[src/rtl/halut_pkg.sv]
// rtl/halut_pkg.sv - shared HALUT defaults, loader FSM state and helpers
package halut_pkg;

    localparam int K             = 16;
    localparam int C             = 32;
    localparam int M             = 32;
    localparam int DecoderUnits  = 16;
    localparam int DataTypeWidth = 16;

    typedef enum logic [1:0] {
        IDLE     = 2'd0,
        LOAD_ENC = 2'd1,
        LOAD_DEC = 2'd2,
        DONE     = 2'd3
    } halut_loader_state_e;

    function automatic int max_int(input int a, input int b);
        return (a > b) ? a : b;
    endfunction

endpackage

[src/rtl/halut_loader_addr_gen.sv]
// rtl/halut_loader_addr_gen.sv - maps flat beat count to unit / column / address
module halut_loader_addr_gen #(
    parameter int CntW         = 14,
    parameter int EncSpan      = 128,
    parameter int DecSpan      = 512,
    parameter int DecoderUnits = 16,
    parameter int UnitW        = 2,
    parameter int MW           = 4,
    parameter int AddrW        = 9
) (
    input  logic [CntW-1:0]  cnt_i,
    input  logic             mode_i,
    output logic [UnitW-1:0] unit_o,
    output logic [MW-1:0]    m_o,
    output logic [AddrW-1:0] addr_o
);

    // Integer arithmetic keeps the span constants from overflowing CntW.
    int c;

    always_comb begin
        c = int'(cnt_i);
        if (mode_i) begin
            unit_o = UnitW'(c / (DecSpan * DecoderUnits));
            m_o    = MW'((c / DecSpan) % DecoderUnits);
            addr_o = AddrW'(c % DecSpan);
        end else begin
            unit_o = UnitW'(c / EncSpan);
            m_o    = '0;
            addr_o = AddrW'(c % EncSpan);
        end
    end

endmodule

[src/rtl/halut_matmul_loader.sv]
// rtl/halut_matmul_loader.sv - streams encoder thresholds / decoder LUTs into unit memories (opt. HALUT_LOADER_ABORT_EN)
module halut_matmul_loader #(
    parameter int K             = halut_pkg::K,
    parameter int C             = halut_pkg::C,
    parameter int M             = halut_pkg::M,
    parameter int DecoderUnits  = halut_pkg::DecoderUnits,
    parameter int DataTypeWidth = halut_pkg::DataTypeWidth,
    parameter int EncUnits      = 4,
    parameter int EncDataWidth  = 16,
    localparam int DecUnitsX    = M / DecoderUnits,
    localparam int CPerEncUnit  = C / EncUnits,
    localparam int LoadWidth    = halut_pkg::max_int(EncDataWidth, DataTypeWidth),
    localparam int EncAW        = $clog2(CPerEncUnit * K),
    localparam int DecMW        = $clog2(DecoderUnits),
    localparam int DecAW        = $clog2(C * K)
) (
    input  logic                     clk_i,
    input  logic                     rst_i,
`ifdef HALUT_LOADER_ABORT_EN
    input  logic                     abort_i,
`endif
    input  logic                     start_i,
    input  logic                     mode_i,
    input  logic                     in_valid_i,
    output logic                     in_ready_o,
    input  logic [LoadWidth-1:0]     in_data_i,
    output logic                     busy_o,
    output logic                     done_o,
    output logic [EncAW-1:0]         waddr_enc_o [EncUnits],
    output logic [EncDataWidth-1:0]  wdata_enc_o [EncUnits],
    output logic                     we_enc_o    [EncUnits],
    output logic [DecMW-1:0]         m_addr_dec_o[DecUnitsX],
    output logic [DecAW-1:0]         waddr_dec_o [DecUnitsX],
    output logic [DataTypeWidth-1:0] wdata_dec_o [DecUnitsX],
    output logic                     we_dec_o    [DecUnitsX]
);
    import halut_pkg::*;

    localparam int CntW  = $clog2(M * C * K);
    localparam int UnitW = max_int(1, max_int($clog2(EncUnits), $clog2(DecUnitsX)));
    localparam logic [CntW-1:0] EncLast = CntW'(EncUnits * CPerEncUnit * K - 1);
    localparam logic [CntW-1:0] DecLast = CntW'(M * C * K - 1);

    halut_loader_state_e state_q, state_d;
    logic [CntW-1:0]     cnt_q, cnt_d;
    logic                beat, last_beat, abort, dec_sel;
    logic [UnitW-1:0]    unit;
    logic [DecMW-1:0]    m_idx;
    logic [DecAW-1:0]    addr;

    logic [EncAW-1:0]         waddr_enc_q [EncUnits];
    logic [EncDataWidth-1:0]  wdata_enc_q [EncUnits];
    logic                     we_enc_q    [EncUnits];
    logic [DecMW-1:0]         m_addr_dec_q[DecUnitsX];
    logic [DecAW-1:0]         waddr_dec_q [DecUnitsX];
    logic [DataTypeWidth-1:0] wdata_dec_q [DecUnitsX];
    logic                     we_dec_q    [DecUnitsX];

`ifdef HALUT_LOADER_ABORT_EN
    assign abort = abort_i;
`else
    assign abort = 1'b0;
`endif

    assign dec_sel   = (state_q == LOAD_DEC);
    assign beat      = in_valid_i && in_ready_o;
    assign last_beat = beat && (cnt_q == (dec_sel ? DecLast : EncLast));

    halut_loader_addr_gen #(
        .CntW(CntW), .EncSpan(CPerEncUnit * K), .DecSpan(C * K),
        .DecoderUnits(DecoderUnits), .UnitW(UnitW), .MW(DecMW), .AddrW(DecAW)
    ) u_addr_gen (
        .cnt_i(cnt_q), .mode_i(dec_sel), .unit_o(unit), .m_o(m_idx), .addr_o(addr)
    );

    always_ff @(posedge clk_i) begin
        if (rst_i) begin
            state_q <= IDLE;
            cnt_q   <= '0;
        end else begin
            state_q <= state_d;
            cnt_q   <= cnt_d;
        end
    end

    always_comb begin
        state_d = state_q;
        unique case (state_q)
            IDLE:     if (start_i) state_d = mode_i ? LOAD_DEC : LOAD_ENC;
            LOAD_ENC,
            LOAD_DEC: begin
                if (abort)          state_d = IDLE;
                else if (last_beat) state_d = DONE;
            end
            DONE:     state_d = IDLE;
            default:  state_d = IDLE;
        endcase
        cnt_d = beat ? cnt_q + CntW'(1) : cnt_q;
        if (state_d == IDLE || state_d == DONE) cnt_d = '0;
    end

    always_comb begin
        in_ready_o = ((state_q == LOAD_ENC) || (state_q == LOAD_DEC)) && !abort;
        busy_o     = (state_q != IDLE);
        done_o     = (state_q == DONE);
    end

    // One registered write per accepted beat; addresses/data hold between writes.
    always_ff @(posedge clk_i) begin
        if (rst_i) begin
            for (int u = 0; u < EncUnits; u++) begin
                we_enc_q[u]    <= 1'b0;
                waddr_enc_q[u] <= '0;
                wdata_enc_q[u] <= '0;
            end
            for (int x = 0; x < DecUnitsX; x++) begin
                we_dec_q[x]     <= 1'b0;
                m_addr_dec_q[x] <= '0;
                waddr_dec_q[x]  <= '0;
                wdata_dec_q[x]  <= '0;
            end
        end else begin
            for (int u = 0; u < EncUnits; u++) begin
                we_enc_q[u] <= beat && !dec_sel && (unit == UnitW'(u));
                if (beat && !dec_sel && (unit == UnitW'(u))) begin
                    waddr_enc_q[u] <= addr[EncAW-1:0];
                    wdata_enc_q[u] <= in_data_i[EncDataWidth-1:0];
                end
            end
            for (int x = 0; x < DecUnitsX; x++) begin
                we_dec_q[x] <= beat && dec_sel && (unit == UnitW'(x));
                if (beat && dec_sel && (unit == UnitW'(x))) begin
                    m_addr_dec_q[x] <= m_idx;
                    waddr_dec_q[x]  <= addr;
                    wdata_dec_q[x]  <= in_data_i[DataTypeWidth-1:0];
                end
            end
        end
    end

    assign we_enc_o     = we_enc_q;
    assign waddr_enc_o  = waddr_enc_q;
    assign wdata_enc_o  = wdata_enc_q;
    assign we_dec_o     = we_dec_q;
    assign m_addr_dec_o = m_addr_dec_q;
    assign waddr_dec_o  = waddr_dec_q;
    assign wdata_dec_o  = wdata_dec_q;

endmodule

[config.mk]
export PLATFORM = sky130hd
export DESIGN_NAME = halut_matmul_loader
export DESIGN_NICKNAME = d
export VERILOG_FILES = /design/src/rtl/halut_pkg.sv /design/src/rtl/halut_loader_addr_gen.sv /design/src/rtl/halut_matmul_loader.sv
export SDC_FILE = /design/constraint.sdc
export NUM_CORES = 1
export LEC_CHECK = 0
export CORE_MARGIN = 8
export CORE_UTILIZATION = 62
export DETAILED_ROUTE_END_ITERATION = 8
export DONT_BUFFER_PORTS = 1
export PLACE_DENSITY = 0.78
export SLEW_MARGIN = 20
export SYNTH_ARGS = -nofsm -noshare
export SYNTH_HDL_FRONTEND = slang
export SYNTH_SLANG_ARGS = --single-unit
[constraint.sdc]
create_clock -name clk_i -period 2.7 [get_ports clk_i]
set_input_delay 0.54 -clock clk_i [delete_from_list [all_inputs] [get_ports clk_i]]
set_output_delay 0.54 -clock clk_i [all_outputs]
set_load 0.01 [all_outputs]
# --- Word-level counts from Yosys, hierarchy flattened ---
# Cells that the tools add are included.
classes:
  shifts: 0
  n_lt_le_gt_ge: 0
  addsub: 1
  multipliers: 0
  bitwise: 0
  n_div: 0
  n_reduce_logical: 19
  n_eq_ne: 8
  mux: 8
op_table:
  columns: ["op", "n"]
  rows:
  - ["14-bit by 1-bit adder with 14-bit output, second input constant", 1]
  - ["14-bit equality test", 1]
  - ["14-bit 2-to-1 mux", 1]
  - ["2-bit equality test, second input constant", 5]
  - ["1-bit logical AND", 10]
  - ["9-bit 2-to-1 mux", 1]
  - ["2-bit 2-to-1 mux", 4]
  - ["2-bit logical NOT", 3]
  - ["2-bit one-hot mux with 3 select lines", 1]
  - ["2-bit by 1-bit equality test with 1-bit output, second input constant", 2]
  - ["4-bit 2-to-1 mux", 1]
  - ["2-bit OR reduction", 2]
  - ["1-bit logical OR", 2]
  - ["2-bit nonzero test", 1]
  - ["1-bit logical NOT", 1]
word_totals:
  rom_bits: 0
  ramBits: 0
  latchBits: 0
  inputBits: 21
  n_memories: 0
  register_bits: 172

# --- Longest topological paths before layout ---
# Gate-level depths: netlist of the first run.
depth:
  word_depth: 9
  ltp_mapped: 9
  ltp_nobuf: 7

# --- By module ---
# From an unflattened synthesis of the first run, not the netlist that was laid out.
hier_totals:
  cells_unflattened: 795
  area_unflattened_um2: 6349.8
by_module_without_submodules:
  columns: ["module", "area_each_um2", "cells_each", "instances"]
  rows:
  - ["halut_matmul_loader", 6228.5, 780, 1]
  - ["halut_loader_addr_gen", 121.4, 15, 1]

# --- Worst setup path after synthesis of the first run ---
# OpenSTA, ideal clock, no wires.
synth_timing:
  kind: "register -> register"
  from: "register state_q[0]"
  to: "register cnt_q[3]"
  synth_period_minus_slack_ns: 2.281
  required_time_ns: 2.581
  stages_incl_launch_ff: 9
  path_slack_ns: 0.419
  arrival_time_ns: 2.161
  setup_ns: 0.119
  cell_sequence: "dfxtp_1 > inv_1 > ha_1 > ha_1 > or4_4 > nor3_4 > a221o_2 > buf_4 > a21oi_2"
synth_between:
  elab_chain_cells: 9
  word_cells_on_any_way: 17
  classes_between: "eq/ne (5); mux (4); reduce/logical (8)"
synth_lines:
  columns: ["element", "line_no", "text"]
  rows:
  - ["from (decl)", "halut_matmul_loader.sv:44", "halut_loader_state_e state_q, state_d;"]
  - ["from (signal assigned)", "halut_matmul_loader.sv:81", "state_q <= state_d;"]
  - ["2-bit equality test or 2-bit by 1-bit equality test with 1-bit output (tied branches)", "halut_matmul_loader.sv:65, halut_matmul_loader.sv:88, halut_matmul_loader.sv:103", null]
  - ["14-bit 2-to-1 mux or 1-bit logical OR (tied branches)", "halut_matmul_loader.sv:67, halut_matmul_loader.sv:103", null]
  - ["14-bit equality test or 1-bit logical AND (tied branches)", "halut_matmul_loader.sv:67, halut_matmul_loader.sv:66", null]
  - ["1-bit logical AND", "halut_matmul_loader.sv:67", "assign last_beat = beat && (cnt_q == (dec_sel ? DecLast : EncLast));"]
  - ["2-bit 2-to-1 mux", "halut_matmul_loader.sv:93", "else if (last_beat) state_d = DONE;"]
  - ["2-bit one-hot mux with 3 select lines", "halut_matmul_loader.sv:88", "unique case (state_q)"]
  - ["2-bit equality test or 2-bit logical NOT (tied branches)", "halut_matmul_loader.sv:99", "if (state_d == IDLE || state_d == DONE) cnt_d = '0;"]
  - ["1-bit logical OR", "halut_matmul_loader.sv:99", null]
  - ["2-bit OR reduction (no source line)", null, null]
  - ["to (signal assigned)", "halut_matmul_loader.sv:82", "cnt_q <= cnt_d;"]
  - ["to (decl)", "halut_matmul_loader.sv:45", "logic [CntW-1:0] cnt_q, cnt_d;"]
# Parallel ways exist; a longest one is shown, timed or not.
# A chain may end at the register's enable or synchronous reset.

# --- Final worst setup path of the first run ---
layout_timing:
  from: "register state_q[0]"
  to: "register cnt_q[1]"
# Same word-level chain as after synthesis.

==> flow_metrics.tcl, run 1 <==
set metrics [dict create \
    io_pins 180 \
    synth.area.top_cells "dfxtp_1, nand2_1, a21oi_1, mux2i_1, clkbuf_1" \
    crit_arrival_ns 2.90 \
    post_dp_cell_area_um2 6530 \
    cp_slowest_stage_delay_ns 0.56 \
    htree_levels 4 \
    crit_path_start "state_q[0]$_SDFF_PP0_" \
    setup_viol 0 \
    insertion_delay_ns 0.53 \
    ys_ff_latch 172 \
    syn_avg_cell_area_um2 8.40 \
    yosysTopAreaCell "dfxtp_1" \
    r2r-start "state_q[0]$_SDFF_PP0_" \
    synth_top_area_share_pct 53.8 \
    port_buffers 0 \
    crit_path_frequent_cell "ha_1" \
    cp.required_ns 3.11 \
    rrSetupSlack_ns 0.20 \
    path_cells "inv_1 -> ha_1 -> ha_1 -> or4_4 -> nor3_4 -> a221o_2 -> buf_4 -> a21oi_1" \
    final_cell_mix "nand2_1, dfxtp_1, a21oi_1" \
    critPathKind "flip-flop to flip-flop" \
    clk_pin_slew_ns 0.06 \
    vias 5220 \
    grt_max_degree 161 \
    rows 37 \
    hpwl_um 12400 \
    wl_met3_um 2490 \
    ctsResizeCount 0 \
    yosysWarnings 0 \
    tightest_slew_ns 0.994 \
    vdd_drop_max_mv 0.374 \
    dr.pass1.iters 6 \
    worst_setup_path_start_kind "flip-flop" \
    max-slew-margin-rel_pct 33.7 \
    min_period_ns 2.50 \
    viasPerCell 5.82 \
    cp_slowest_cell "or4_4" \
    synth-edff-count 0 \
    syn_nets 792 \
    power_density_nw_per_um2 711 \
    hold_buffers 0 \
    place_ws_ns 0.232 \
    critPathBufInv 2 \
    ys.flop_type "dfxtp_1" \
    die_x_um 118 \
    antenna_found_initial 0 \
    synthDistinctLibCells 40 \
    crit_family "simple AND/OR/NAND/NOR gates" \
    skew_ns 0.00784 \
    status "complete, no violations" \
    fin_crit_sh_pct 92.5 \
    endpoint_kind "flip-flop" \
    syn_area_um2 6400 \
    hp-class "input pin to flip-flop" \
    worst_slack_ns 0.204 \
    wirelength_met1_um 6590 \
    clock_tree.buffer_depth 2 \
    layout_commonest_cell "nand2_1" \
    hold_start "rst_i" \
    core_um2 10200 \
    syn_to_final_growth_pct 11.2 \
    start_util_pct 62.8 \
    dieArea_um2 13800 \
    cts_tree "done" \
    worstPathMaxFanout 13 \
    first_iter_violations 484 \
    hold_viol 0 \
    gr-total-overflow 0 \
    power_uw 5060 \
    wl_met2_um 8210 \
    cts_setup_buffers 0 \
    maxCapViolations 0 \
    grt_pass1_wl_um 27600 \
    die_h_um 118 \
    grt_pass1_vias 5029 \
    hold_slack_ns 0.0980 \
    antenna_cells 0 \
    top_layer "met4" \
    yosysSeqAreaShare_pct 53.8 \
    cts-root-buf "clkbuf_8" \
    fin_nets 778 \
    cts_buffers 17 \
    finalInstanceArea_um2 7110 \
    clock_sinks 172 \
    routed_wirelength_um 17700 \
    ant_nets 0 \
    drv_slew 0 \
    drc 0 \
    synthArstFlopShare_pct 0 \
    syn_inst 762 \
    track_usage_pct 24.9 \
    drive_gt1_share_pct 10.5 \
    fmax_mhz 401 \
    rsz0062_at_grt "false" \
    p_leak_uw 0.00236 \
    routabilityCongestion 0.875 \
    fin_tns_setup_ns 0 \
    routedWlPerCell_um 19.8 \
]
flip-flops by register name (all words and copies together) (netlist names):
name / flops
we_enc_o: 4
waddr_dec_o: 18
state_q: 2
cnt_q: 14
waddr_enc_o: 28
wdata_enc_o: 64
m_addr_dec_o: 8
wdata_dec_o: 32
we_dec_o: 2
kinds of logic (layout without fill, tap and decap cells):
| logic type | Yosys count | after routing | synth area share [%] |
|---|---|---|---|
| flip-flops | 172 | 172 | 53.8 |
| XOR/XNOR | 14 | 14 | 1.92 |
| AO/OA/AOI/OAI | 149 | 149 | 12.7 |
| buffers and inverters | 66 | 65 | 4.69 |
| adder cells (fa/ha/maj) | 9 | 9 | 1.76 |
| AND/OR/NAND/NOR | 327 | 327 | 21.2 |
| multiplexers | 25 | 25 | 3.91 |
routing by layer:
| metal | up-vias | GRT usage (%) |
|---|---|---|
| met1 | 2451 | 27.1 |
| li1 | 2461 | - |
| met5 | - | 0 |
| met3 | 37 | 13.2 |
| met2 | 271 | 40.2 |
| met4 | 0 | 10.0 |
power breakdown:
| group | leakage, uW | total (uW) | switching (uW) | internal, uW |
|---|---|---|---|---|
| registers | 0.00139 | 2570 | 22.0 | 2550 |
| logic | 0.000700 | 113 | 71.8 | 41.0 |
| clock network | 0.000275 | 2370 | 997 | 1370 |
per-stage QoR:
stage	cells	utilization [%]
after CTS	897	69.9
after global routing	897	69.9
after detailed placement	865	64.1
after global placement	865	64.1
after floorplan	762	-
final	897	69.9
final timing paths:
path	endpoint	cells after the start
setup / recovery	cnt_q[1]$_SDFFE_PP0P_	8
setup reg to reg	cnt_q[1]$_SDFFE_PP0P_	8
hold / removal	waddr_dec_o[8]$_SDFFE_PP0P_	1
hold reg to reg	waddr_enc_o[23]$_SDFFE_PP0P_	2
cell type report:
cell class / count / area, um^2
inverter: 5 / 18.8
multi-input combinational: 524 / 2690
fill: 842 / 3070
tap: 136 / 170
clock inverter: 12 / 138
timing repair buffer: 28 / 210
sequential: 172 / 3440
clock buffer: 20 / 445
worst reg2reg max path: stages, from the launching register on:
cell,delay [ns]
dfxtp_1,0.40
inv_1,0.10
ha_1,0.28
ha_1,0.31
or4_4,0.56
nor3_4,0.23
a221o_2,0.19
buf_4,0.22
a21oi_1,0.09
Yosys cell counts, types with 2 or more instances:
cell,n
buf_4,2
ha_1,9
xor2_1,8
and4_1,3
nand2_1,259
nor3_1,3
nand4_1,6
nor2b_1,2
buf_6,3
buf_2,18
buf_1,2
dfxtp_1,172
inv_1,5
a21oi_1,133
xnor2_1,6
nor4_1,2
mux2i_1,25
nand3_1,6
clkbuf_1,36
a21oi_2,10
nor2_1,33
Power figures use the tool's default switching activity.
==> run 2: changes to the inputs <==
- CAP_MARGIN: unset -> 20
==> results of run 2 <==
No change in the layout: final DEF, timing and power equal those of run 1.
